### src/rtl/ttt_game_ctrl.sv
// Tic-tac-toe game controller.
// Keeps the X and O boards, accepts and validates moves, and looks for a
// completed line in the cycle after each accepted move. The win/draw flags
// stay set until the game is cleared.
module ttt_game_ctrl (
  input  logic       clk,
  input  logic       rst,
  input  logic       new_game,
  input  logic       play,
  input  logic [3:0] pos,
  output logic       ready,
  output logic       turn,
  output logic [8:0] x_board,
  output logic [8:0] o_board,
  output logic [3:0] move_cnt,
  output logic       illegal,
  output logic       x_wins,
  output logic       o_wins,
  output logic       draw,
  output logic       game_over
);

  typedef enum logic [1:0] {
    S_PLAY  = 2'd0,
    S_CHECK = 2'd1,
    S_DONE  = 2'd2
  } state_t;

  state_t     state_q, state_d;
  logic [8:0] x_board_q, x_board_d;
  logic [8:0] o_board_q, o_board_d;
  logic       turn_q, turn_d;
  logic [3:0] move_cnt_q, move_cnt_d;
  logic       illegal_q, illegal_d;
  logic       x_wins_q, x_wins_d;
  logic       o_wins_q, o_wins_d;
  logic       draw_q, draw_d;

  logic [8:0] pos_mask;
  logic       pos_ok;
  logic       cell_free;
  logic [8:0] mover_board;
  logic       mover_won;

  // True when any of the eight winning lines is fully occupied in b.
  function automatic logic has_line(input logic [8:0] b);
    return (b[0] & b[1] & b[2]) | (b[3] & b[4] & b[5]) | (b[6] & b[7] & b[8]) |
           (b[0] & b[3] & b[6]) | (b[1] & b[4] & b[7]) | (b[2] & b[5] & b[8]) |
           (b[0] & b[4] & b[8]) | (b[2] & b[4] & b[6]);
  endfunction

  // Cell decode and evaluation of the board belonging to the player who just moved.
  always_comb begin
    pos_ok      = (pos <= 4'd8);
    pos_mask    = 9'd1 << pos;
    cell_free   = ((x_board_q | o_board_q) & pos_mask) == 9'd0;
    mover_board = turn_q ? o_board_q : x_board_q;
    mover_won   = has_line(mover_board);
  end

  // Next-state logic: a clear wins over everything else; play only matters in PLAY.
  always_comb begin
    state_d    = state_q;
    x_board_d  = x_board_q;
    o_board_d  = o_board_q;
    turn_d     = turn_q;
    move_cnt_d = move_cnt_q;
    illegal_d  = 1'b0;
    x_wins_d   = x_wins_q;
    o_wins_d   = o_wins_q;
    draw_d     = draw_q;
    if (new_game) begin
      state_d    = S_PLAY;
      x_board_d  = 9'd0;
      o_board_d  = 9'd0;
      turn_d     = 1'b0;
      move_cnt_d = 4'd0;
      x_wins_d   = 1'b0;
      o_wins_d   = 1'b0;
      draw_d     = 1'b0;
    end else begin
      case (state_q)
        S_PLAY: begin
          if (play) begin
            if (pos_ok && cell_free) begin
              if (turn_q) o_board_d = o_board_q | pos_mask;
              else        x_board_d = x_board_q | pos_mask;
              move_cnt_d = move_cnt_q + 4'd1;
              state_d    = S_CHECK;
            end else begin
              illegal_d = 1'b1;
            end
          end
        end
        S_CHECK: begin
          // A win on the last free cell is reported as a win, not a draw.
          if (mover_won) begin
            if (turn_q) o_wins_d = 1'b1;
            else        x_wins_d = 1'b1;
            state_d = S_DONE;
          end else if (move_cnt_q == 4'd9) begin
            draw_d  = 1'b1;
            state_d = S_DONE;
          end else begin
            turn_d  = ~turn_q;
            state_d = S_PLAY;
          end
        end
        S_DONE: begin
          state_d = S_DONE;
        end
        default: begin
          state_d = S_PLAY;
        end
      endcase
    end
  end

  // State register with synchronous reset taking priority over all inputs.
  always_ff @(posedge clk) begin
    if (rst) begin
      state_q    <= S_PLAY;
      x_board_q  <= 9'd0;
      o_board_q  <= 9'd0;
      turn_q     <= 1'b0;
      move_cnt_q <= 4'd0;
      illegal_q  <= 1'b0;
      x_wins_q   <= 1'b0;
      o_wins_q   <= 1'b0;
      draw_q     <= 1'b0;
    end else begin
      state_q    <= state_d;
      x_board_q  <= x_board_d;
      o_board_q  <= o_board_d;
      turn_q     <= turn_d;
      move_cnt_q <= move_cnt_d;
      illegal_q  <= illegal_d;
      x_wins_q   <= x_wins_d;
      o_wins_q   <= o_wins_d;
      draw_q     <= draw_d;
    end
  end

  // Output mapping straight from registers.
  always_comb begin
    ready     = (state_q == S_PLAY);
    game_over = (state_q == S_DONE);
    turn      = turn_q;
    x_board   = x_board_q;
    o_board   = o_board_q;
    move_cnt  = move_cnt_q;
    illegal   = illegal_q;
    x_wins    = x_wins_q;
    o_wins    = o_wins_q;
    draw      = draw_q;
  end

endmodule
### config.mk
export PLATFORM = sky130hd
export DESIGN_NAME = ttt_game_ctrl
export DESIGN_NICKNAME = d
export VERILOG_FILES = /design/src/rtl/ttt_game_ctrl.sv
export SDC_FILE = /design/constraint.sdc
export NUM_CORES = 1
export LEC_CHECK = 0
export CAP_MARGIN = 30
export CELL_PAD_IN_SITES_DETAIL_PLACEMENT = 1
export CELL_PAD_IN_SITES_GLOBAL_PLACEMENT = 1
export CORE_ASPECT_RATIO = 1.25
export CORE_UTILIZATION = 32
export CTS_CLUSTER_DIAMETER = 50
export DETAILED_ROUTE_END_ITERATION = 6
export GPL_TIMING_DRIVEN = 1
export PLACE_DENSITY = 0.84
export SYNTH_ARGS = -nofsm -noshare
export SYNTH_HDL_FRONTEND = slang
export SYNTH_SLANG_ARGS = --single-unit
### constraint.sdc
create_clock -name clk -period 1.7 [get_ports clk]
set_input_delay 0.34 -clock clk [delete_from_list [all_inputs] [get_ports clk]]
set_output_delay 0.34 -clock clk [all_outputs]
set_load 0.02 [all_outputs]
# [After elaboration in Yosys (flattened, before gate mapping)]
# Cells that the tools add are included.
[totals] out_inout_bits=29 register_bits=29 word_cells=69
[op_classes] bitwise=32 eq_ne=5 shift=1 addsub=1 n_lt_le_gt_ge=1 mux=7 n_reduce_logical=13
[ops] cell="bitwise OR 9 bit" n=3
[ops] cell="bitwise AND 1 bit" n=16
[ops] cell="AND reduction 3 bit" n=5
[ops] cell="bitwise AND 9 bit" n=1
[ops] cell="logical NOT 9 bit" n=1
[ops] cell="2-to-1 mux 9 bit" n=1
[ops] cell="<< shifter 1 x 4 -> 9 bit, first input constant" n=1
[ops] cell="2-to-1 mux 2 bit" n=4
[ops] cell="AND reduction 4 bit" n=2
[ops] cell="bitwise OR 1 bit" n=7
[ops] cell="one-hot mux 2 bit (3 select lines)" n=1
[ops] cell="inverter 1 bit" n=5
[ops] cell="adder 4 x 1 -> 4 bit, second input constant" n=1
[ops] cell="equality test 4 bit, second input constant" n=1
[ops] cell="<= comparator 4 bit, second input constant" n=1
[ops] cell="OR reduction 4 bit" n=1
[ops] cell="equality test 2 x 1 -> 1 bit, second input constant" n=1
[ops] cell="equality test 2 bit, second input constant" n=1
[ops] cell="logical NOT 2 bit" n=1
[ops] cell="inequality test 2 x 1 -> 1 bit, second input constant" n=1
[ops] cell="inequality test 2 bit, second input constant" n=1
[ops] cell="AND reduction 2 bit" n=1
[ops] cell="OR reduction 2 bit" n=1
[ops] cell="logical AND 1 bit" n=1
[ops] cell="2-to-1 mux 1 bit" n=1

# [Logic depth before layout (Yosys ltp)]
# Gate-level depths: netlist of run 1.
[logic_depth] depth_word=12 depth_mapped=6 mapped_depth_nobuf=6

# [Worst setup path after synthesis of run 1]
# Ideal clock, no wire load.
[synth_path] kind="in2reg" from="input port pos[2]" to="register o_board_q[4], in the netlist o_board[4]" path_stages=6 t_arrival_ps=1568 n_path_buf=1 setup_slack_ps=4 path_cell_list="or4b_4 > o2bb2ai_1 > and4bb_4 > buf_6 > a41oi_1 > nor2_1"
[synth_between] elab_chain_cells=5 word_cells_on_any_way=7 classes_between="order compare (1); shift (1); bitwise (2); reduce/logical (3)"
[synth_lines] element="start: declaration" line="10" rtl="input logic [3:0] pos,"
[synth_lines] element="<< shifter 1 x 4 -> 9 bit" line="55" rtl="pos_mask = 9'd1 << pos;"
[synth_lines] element="bitwise AND 9 bit" line="56" rtl="cell_free = ((x_board_q | o_board_q) & pos_mask) == 9'd0;"
[synth_lines] element="logical NOT 9 bit" line="56"
[synth_lines] element="logical AND 1 bit" line="85" rtl="if (pos_ok && cell_free) begin"
[synth_lines] element="AND reduction 4 bit (no line)"
[synth_lines] element="end signal: assignment" line="134" rtl="o_board_q <= o_board_d;"
[synth_lines] element="end: declaration" line="31" rtl="logic [8:0] o_board_q, o_board_d;"
# Several ways; a longest one is shown, not always the timed one.
# A chain may end at the register's enable or synchronous reset.

# [Worst setup path after layout of run 1]
[layout_path] from="register o_board_q[3], in the netlist o_board[3]" to="output port o_board[3]"
[layout_rtl] element="end: declaration" line="14" rtl="output logic [8:0] o_board,"
# No word-level cell between the ends.

==> results of run 1 <==
==> power breakdown <==
part	total (W)	switching, W	internal, W
clock network	0.000575	0.000255	0.000320
logic	0.000173	0.0000974	0.0000756
registers	0.000691	0.00000570	0.000685
==> cell families after synthesis <==
logic type	after synthesis	synth area share [%]
and+or+nand+nor	72	26.72
AOI/OAI and AO/OA	47	24.57
DFF	29	40.00
buffers and inverters	15	4.914
muxes	3	2.069
adders and majority gates	2	1.724
==> cells in the mapped netlist, drive strengths merged (3+ instances only) <==
library cell,count
or3,3
o21ai,5
a21oi,9
nor2b,3
dfxtp,29
a22oi,8
clkbuf,6
nor2,25
nand3,4
o32ai,4
inv,7
nor3,5
a41oi,5
a31oi,4
nand4,6
mux2i,3
nand2,12
o21a,3
==> sequential cells by signal, indices dropped and copies added (netlist names) <==
signal	count
turn	1
x_board	9
o_wins	1
state_q	2
o_board	9
x_wins	1
move_cnt	4
draw	1
illegal	1
==> layout by cell type (no fill, tap or decap), types with 4 or more instances in the layout <==
cell and instances:
sky130_fd_sc_hd__dfxtp_1 28, sky130_fd_sc_hd__buf_4 28, sky130_fd_sc_hd__nor2_1 25, sky130_fd_sc_hd__clkdlybuf4s50_1 16, sky130_fd_sc_hd__nand2_1 12, sky130_fd_sc_hd__dlygate4sd2_1 12
sky130_fd_sc_hd__a22oi_1 8, sky130_fd_sc_hd__a21oi_1 8, sky130_fd_sc_hd__inv_1 7, sky130_fd_sc_hd__nand4_1 6, sky130_fd_sc_hd__clkbuf_8 6, sky130_fd_sc_hd__o32ai_1 4
sky130_fd_sc_hd__nor3_1 4, sky130_fd_sc_hd__a41oi_1 4, sky130_fd_sc_hd__dlymetal6s2s_1 4
==> through the flow <==
stage	hold WS [ns]	std cells	utilization, %	setup slack (ns)
6_report	0.4683	290	50.31	0.05324
3_3_place_gp	0.4565	282	46.67	-0.5418
4_1_cts	0.4764	290	49.34	0.0002293
5_1_grt	0.4870	290	50.31	-0.03379
3_5_place_dp	0.4578	282	46.67	-0.6109
2_1_floorplan	0.4851	168	-	0.004258
==> per-layer routing <==
metal / vias up / part of all wire [%]
li1: 761 / -
met1: 764 / 39
met2: 60 / 52
met3: 19 / 4.2
met4: 0 / 5.0
met5: - / 0
==> timing repair <==
item | CTS | global route
hold endpoints to repair | 0 | 0
pin swaps | 2 | 4
resized for setup | 27 | 15
endpoints found under the setup margin | 37 | 22
cloned | 1 | 0
==> worst paths after layout <==
check / from / endpoint / slack, ns / cells after the start
setup / recovery: o_board[3] / o_board[3] / 0.05 / 1
hold / removal: o_wins / o_wins / 0.47 / 1
setup reg to reg: x_board[0] / turn / 0.08 / 6
hold reg to reg: o_wins / o_wins / 0.47 / 1
==> layout make-up <==
cell class                 instances  area, um^2  area share [%]
multi-input combinational        125       890.9           40.32
sequential                        29       581.8           26.33
timing repair buffer              64       551.8           24.97
inverter                           7       26.28           1.189
clock buffer                       7       86.33           3.907
tap                               58       72.57           3.284
==> flow_summary_export.csv, run 1 <==
group,metric,value,unit
synth,yosysWarnings,0,
clocking,ctsRootBufferMaster,"sky130_fd_sc_hd__clkbuf_8",
run_status,status,"complete, no violations",
sta,final_min_period_over_clock_period,96.87,%
worst_setup_path,crit_family,"buffers and inverters",
layout,post-route-cell-area,0.002210,mm^2
sta,finalSetupViolations,0,
layout,area_growth,52.24,%
synth,number_of_distinct_standard_cells_referenced_by_the_synthesized_netlist,45,
synth,synth_largest_area_cell,"sky130_fd_sc_hd__dfxtp_1",
placement,gp_weighted_congestion,0.8718,
synth,syn_avg_cell_area,8.639,um^2
global_route,grt_util_met2,40.33,%
floorplanning,rows,27,
synth,synth_edf_count,0,
drt,routed_wl,5236,um
sta,achievable-frequency,0.6073,GHz
global_route,grt_pass1_vias,1642,
worst_setup_path,critPathBufInv,1,
power,p_total,0.001439,W
clocking,number_of_clock_sinks,29,
worst_hold_path,path_type_of_the_worst_min_delay_path,"reg2reg",
power,cellPowerDensity,651.2,mW/mm^2
flow_run,max_cap_violations,0,
power,vdd.ir_drop.worst,0.3509,mV
global_route,grt_max_degree,16,
sta,setup-tns-final,0,ns
sta,report.final.slew_viol_count,0,
placement,post_dp_cell_area,0.002049,mm^2
synth,synth_seq_cells,29,
global_route,gr-usage-met1,24.09,%
global_route,antenna_violations_before_repair,0,
worst_setup_path,timing.critical_path.slowest_cell_delay,0.63,ns
worst_setup_path,critPathArrivalTime,1.31,ns
placement,portBuffers,36,
drt,detail_route.wl_per_cell,18.06,um
global_route,met3_usage,3.720,%
drt,average_via_count_per_standard_cell,5.531,
layout,fill_cells,538,
floorplanning,fp.dieH,77.30,um
synth,proportion_of_netlist_area_held_by_the_largest_area_contributor,40.00,%
sta,grt_setup_unrepaired,"yes",
worst_setup_path,crit_slowest_cell,"sky130_fd_sc_hd__clkdlybuf4s50_1",
synth,synth_area_leaders,"sky130_fd_sc_hd__dfxtp_1 (40%), sky130_fd_sc_hd__nor2_1 (6.5%), sky130_fd_sc_hd__a22oi_1 (4.1%)",
drt,drcViolationCount,0,
worst_setup_path,timing.critical_path.cells,"clkdlybuf4s50_1",
drt,initialDrtViolationCount,52,
sta,finalHoldViolations,0,
worst_setup_path,worst_ep_required_time,1.36,ns
synth,synthCells,168,
floorplanning,num_io_pins,37,
global_route,grt_pass1_wl,8217,um
floorplanning,die_area,0.004810,mm^2
global_route,grt.overflow.total,0,
synth,post_synth_instance_area,0.001451,mm^2
global_route,grt_most_used_layer,"met2",
floorplanning,initial_core_util,33.05,%
synth,synthArstFlopShare,0,%
sta,max_slew_margin,69.88,%
floorplanning,area_of_the_core,0.004392,mm^2
layout,final_net_count,242,
clocking,cts.clk_slew.worst_paths,0.06,ns
clocking,tritoncts.num_buffers,5,
worst_setup_path,endpoint_kind,"output pin",
worst_setup_path,cp-start-kind,"register",
synth,yosys_most_used_dff,"sky130_fd_sc_hd__dfxtp_1",
drt,drt.antenna.violating_nets,0,
worst_setup_path,category_of_the_most_critical_setup_path,"reg2out",
clocking,cts-hold-fix-buffers,0,
layout,antenna_cells_inserted,0,
layout,drive_gt1_share,25.00,%
sta,skew,0.005620,ns
placement,hpwlAfterDp,3609,um
synth,synth_sequential_area_ratio,40.00,%
clocking,setup_bufs_post_cts,0,
global_route,grtUsageTotal,22.57,%
power,leakage,0.9007,nW
worst_setup_path,worstPathMaxFanout,4,
clocking,cts_max_path_buffers,2,
clocking,htreeDepth,2,
clocking,tritoncts,"done",
synth,syn_nets,178,
drt,vias,1604,
sta,period_minus_slack,1.647,ns
clocking,clock_latency,0.28,ns
sta,tightest_slew,0.4519,ns
drt,dr.pass1.iters,4,
floorplanning,die_w,62.24,um
(Power assumes the default switching activity.)
==> run 2: changes to the inputs <==
- HOLD_SLACK_MARGIN: unset -> 0.08
==> results of run 2 <==
No change in the layout: final DEF, timing and power equal those of run 1.
==> run 3: changes to the inputs <==
- GPL_TIMING_DRIVEN: 1 -> 0
==> run 3 against run 2 <==
Against the previous run: sequential power about the same; final cell count decreased by 6.2%; core utilization decreased by 2.8 points; cell area decreased by 5.7%; hold slack improved by 0.0012 ns; clock skew about the same; non-clock buffer count decreased by 18; die area unchanged; first-iteration DRC count increased by 110%; maximum frequency decreased by 2.9%; clock power increased by 13%; flip-flop and latch count unchanged; largest cell class unchanged.
==> flow_summary_export.csv, run 3 (synthesis results as in run 1) <==
group,metric,value,unit
layout,fill_cells,535,
drt,drt.antenna.violating_nets,0,
worst_setup_path,category_of_the_most_critical_setup_path,"in2reg",
floorplanning,die_area,0.004810,mm^2
floorplanning,initial_core_util,33.05,%
placement,hpwlAfterDp,3315,um
clocking,cts_max_path_buffers,2,
placement,placed_cells,262,
sta,final_min_period_over_clock_period,99.76,%
worst_setup_path,critPathArrivalTime,1.87,ns
clocking,tritoncts.num_buffers,5,
global_route,antenna_violations_before_repair,0,
sta,finalHoldViolations,0,
worst_setup_path,cp-start-kind,"primary input",
global_route,grt_pass1_wl,7679,um
layout,area_growth,43.62,%
global_route,grt_pass1_vias,1520,
sta,report.final.slew_viol_count,0,
placement,gp_weighted_congestion,0.8951,
power,sw_frac_of_total,25.71,%
worst_setup_path,crit_slowest_cell,"sky130_fd_sc_hd__or4b_4",
power,cell_internal_pwr,0.001107,W
sta,period_minus_slack,1.696,ns
sta,achievable-frequency,0.5896,GHz
layout,drive_gt1_share,21.03,%
clocking,clock_latency,0.29,ns
power,vdd.ir_drop.worst,0.3923,mV
drt,vias,1531,
drt,initialDrtViolationCount,108,
clocking,tritoncts,"done",
power,clkPwrFrac,43.4,%
sta,grt_setup_unrepaired,"yes",
global_route,grt_max_degree,11,
floorplanning,die_w,62.24,um
worst_setup_path,critPathBufInv,2,
power,leakage,0.8001,nW
placement,portBuffers,36,
sta,skew,0.005305,ns
floorplanning,area_of_the_core,0.004392,mm^2
global_route,grtUsageTotal,20.94,%
run_status,status,"complete, no violations",
global_route,grt.overflow.total,0,
layout,antenna_cells_inserted,0,
layout,final_net_count,223,
sta,finalSetupViolations,0,
floorplanning,fp.dieH,77.30,um
layout,layout_commonest_cell,"sky130_fd_sc_hd__dfxtp_1",
sta,tightest_slew,0.5612,ns
power,cellPowerDensity,715.0,mW/mm^2
drt,detail_route.wl_per_cell,18.35,um
clocking,number_of_clock_sinks,29,
drt,average_via_count_per_standard_cell,5.629,
clocking,cts.clk_slew.worst_paths,0.07,ns
worst_setup_path,crit_family,"simple AND/OR/NAND/NOR gates",
drt,routed_wl,4990,um
worst_setup_path,worstPathMaxFanout,10,
worst_setup_path,timing.critical_path.cells,"buf_2 > or4b_4 > o2bb2ai_4 > and4bb_4 > buf_6 > a41oi_1 > nor2_1",
layout,layout.cells.non_filler,272,
worst_hold_path,path_type_of_the_worst_min_delay_path,"reg2reg",
worst_setup_path,worst_ep_required_time,1.88,ns
sta,fin_worst_hold_slack,0.4695,ns
sta,setup_ws,0.004075,ns
floorplanning,num_io_pins,37,
clocking,ctsRootBufferMaster,"sky130_fd_sc_hd__clkbuf_8",
floorplanning,rows,27,
drt,dr.pass1.iters,4,
worst_setup_path,timing.critical_path.slowest_cell_delay,0.59,ns
drt,drcViolationCount,0,
placement,place_ws,-0.8740,ns
worst_setup_path,endpoint_kind,"register",
power,p_comb_share,10.3,%
layout,top_library_cells_by_usage_in_the_layout_fill_and_taps_aside,"sky130_fd_sc_hd__dfxtp_1 (26), sky130_fd_sc_hd__nor2_1 (24), sky130_fd_sc_hd__clkdlybuf4s50_1 (16)",
clocking,htreeDepth,2,
flow_run,max_cap_violations,0,
power,power_frac_seq,46.3,%
sta,max_slew_margin,62.30,%
power,switching_power,0.0003832,W
power,p_total,0.001490,W
## run 3: changes by cell type in the layout (fill, tap and decap cells not counted), sizes merged
cell / before / now
dlymetal6s2s: 4 / 3
clkdlybuf4s15: 1 / 0
and4bb: 3 / 2
dlygate4sd2: 12 / 13
clkbuf: 9 / 14
buf: 29 / 7
clkinv: 0 / 1
## run 3: power by group through the flow
| stage | logic, W | registers [W] | clock network, W |
|---|---|---|---|
| 6_report | 0.000154 | 0.000690 | 0.000647 |
| 3_5_place_dp | 0.000139 | 0.000706 | 0 |
| 3_3_place_gp | 0.000137 | 0.000705 | 0 |
| 4_1_cts | 0.000141 | 0.000690 | 0.000664 |
| 5_1_grt | 0.000164 | 0.000691 | 0.000688 |
| 2_1_floorplan | 0.0000736 | 0.000709 | 0 |
## run 3: final timing paths
check	start	end	slack, ns	depth (start not counted)
setup / recovery	pos[0]	o_board[4]	0.004	7
hold / removal	x_wins	x_wins	0.47	1
setup reg to reg	o_board[4]	move_cnt[3]	0.02	6
hold reg to reg	x_wins	x_wins	0.47	1
## run 3: routing by layer
metal  up-vias  track usage [%]  share of wire, %
li1        721                -                 -
met4         0            13.49               3.0
met3        13            5.506               5.4
met5         -                0                 0
met1       740            23.35                41
met2        57            34.95                50
## run 3: metrics by stage
stage	cell area, um^2	setup TNS [ns]	utilization [%]
floorplan	1451	0	-
global placement	1884	-16.92	42.91
detailed placement	1884	-17.65	42.91
CTS	1998	0	45.50
global route	2085	-0.1685	47.46
finish	2085	0	47.46
## run 3: layout make-up
class / count / area [um^2] / share of cell area [%]
clock inverter: 1 / 5.005 / 0.2401
multi-input combinational: 124 / 894.6 / 42.92
buffer: 8 / 53.80 / 2.581
inverter: 7 / 26.28 / 1.261
timing repair buffer: 38 / 351.6 / 16.87
clock buffer: 7 / 96.34 / 4.622
sequential: 29 / 584.3 / 28.03
tap: 58 / 72.57 / 3.481
## run 3: worst reg2reg max path, cell delays in order (launching register included)
cell	delay [ns]
sky130_fd_sc_hd__dfxtp_1	0.40
sky130_fd_sc_hd__o21ba_2	0.26
sky130_fd_sc_hd__o2bb2ai_4	0.11
sky130_fd_sc_hd__and4bb_4	0.34
sky130_fd_sc_hd__buf_6	0.16
sky130_fd_sc_hd__nand4_1	0.14
sky130_fd_sc_hd__mux2i_1	0.15
## run 3: what timing repair did
item                       in CTS  in global routing
gates resized for setup        40                 22
setup endpoints to repair      40                 24
buffers inserted                2                  0
pin swaps                       2                  2
hold buffers                    0                  0
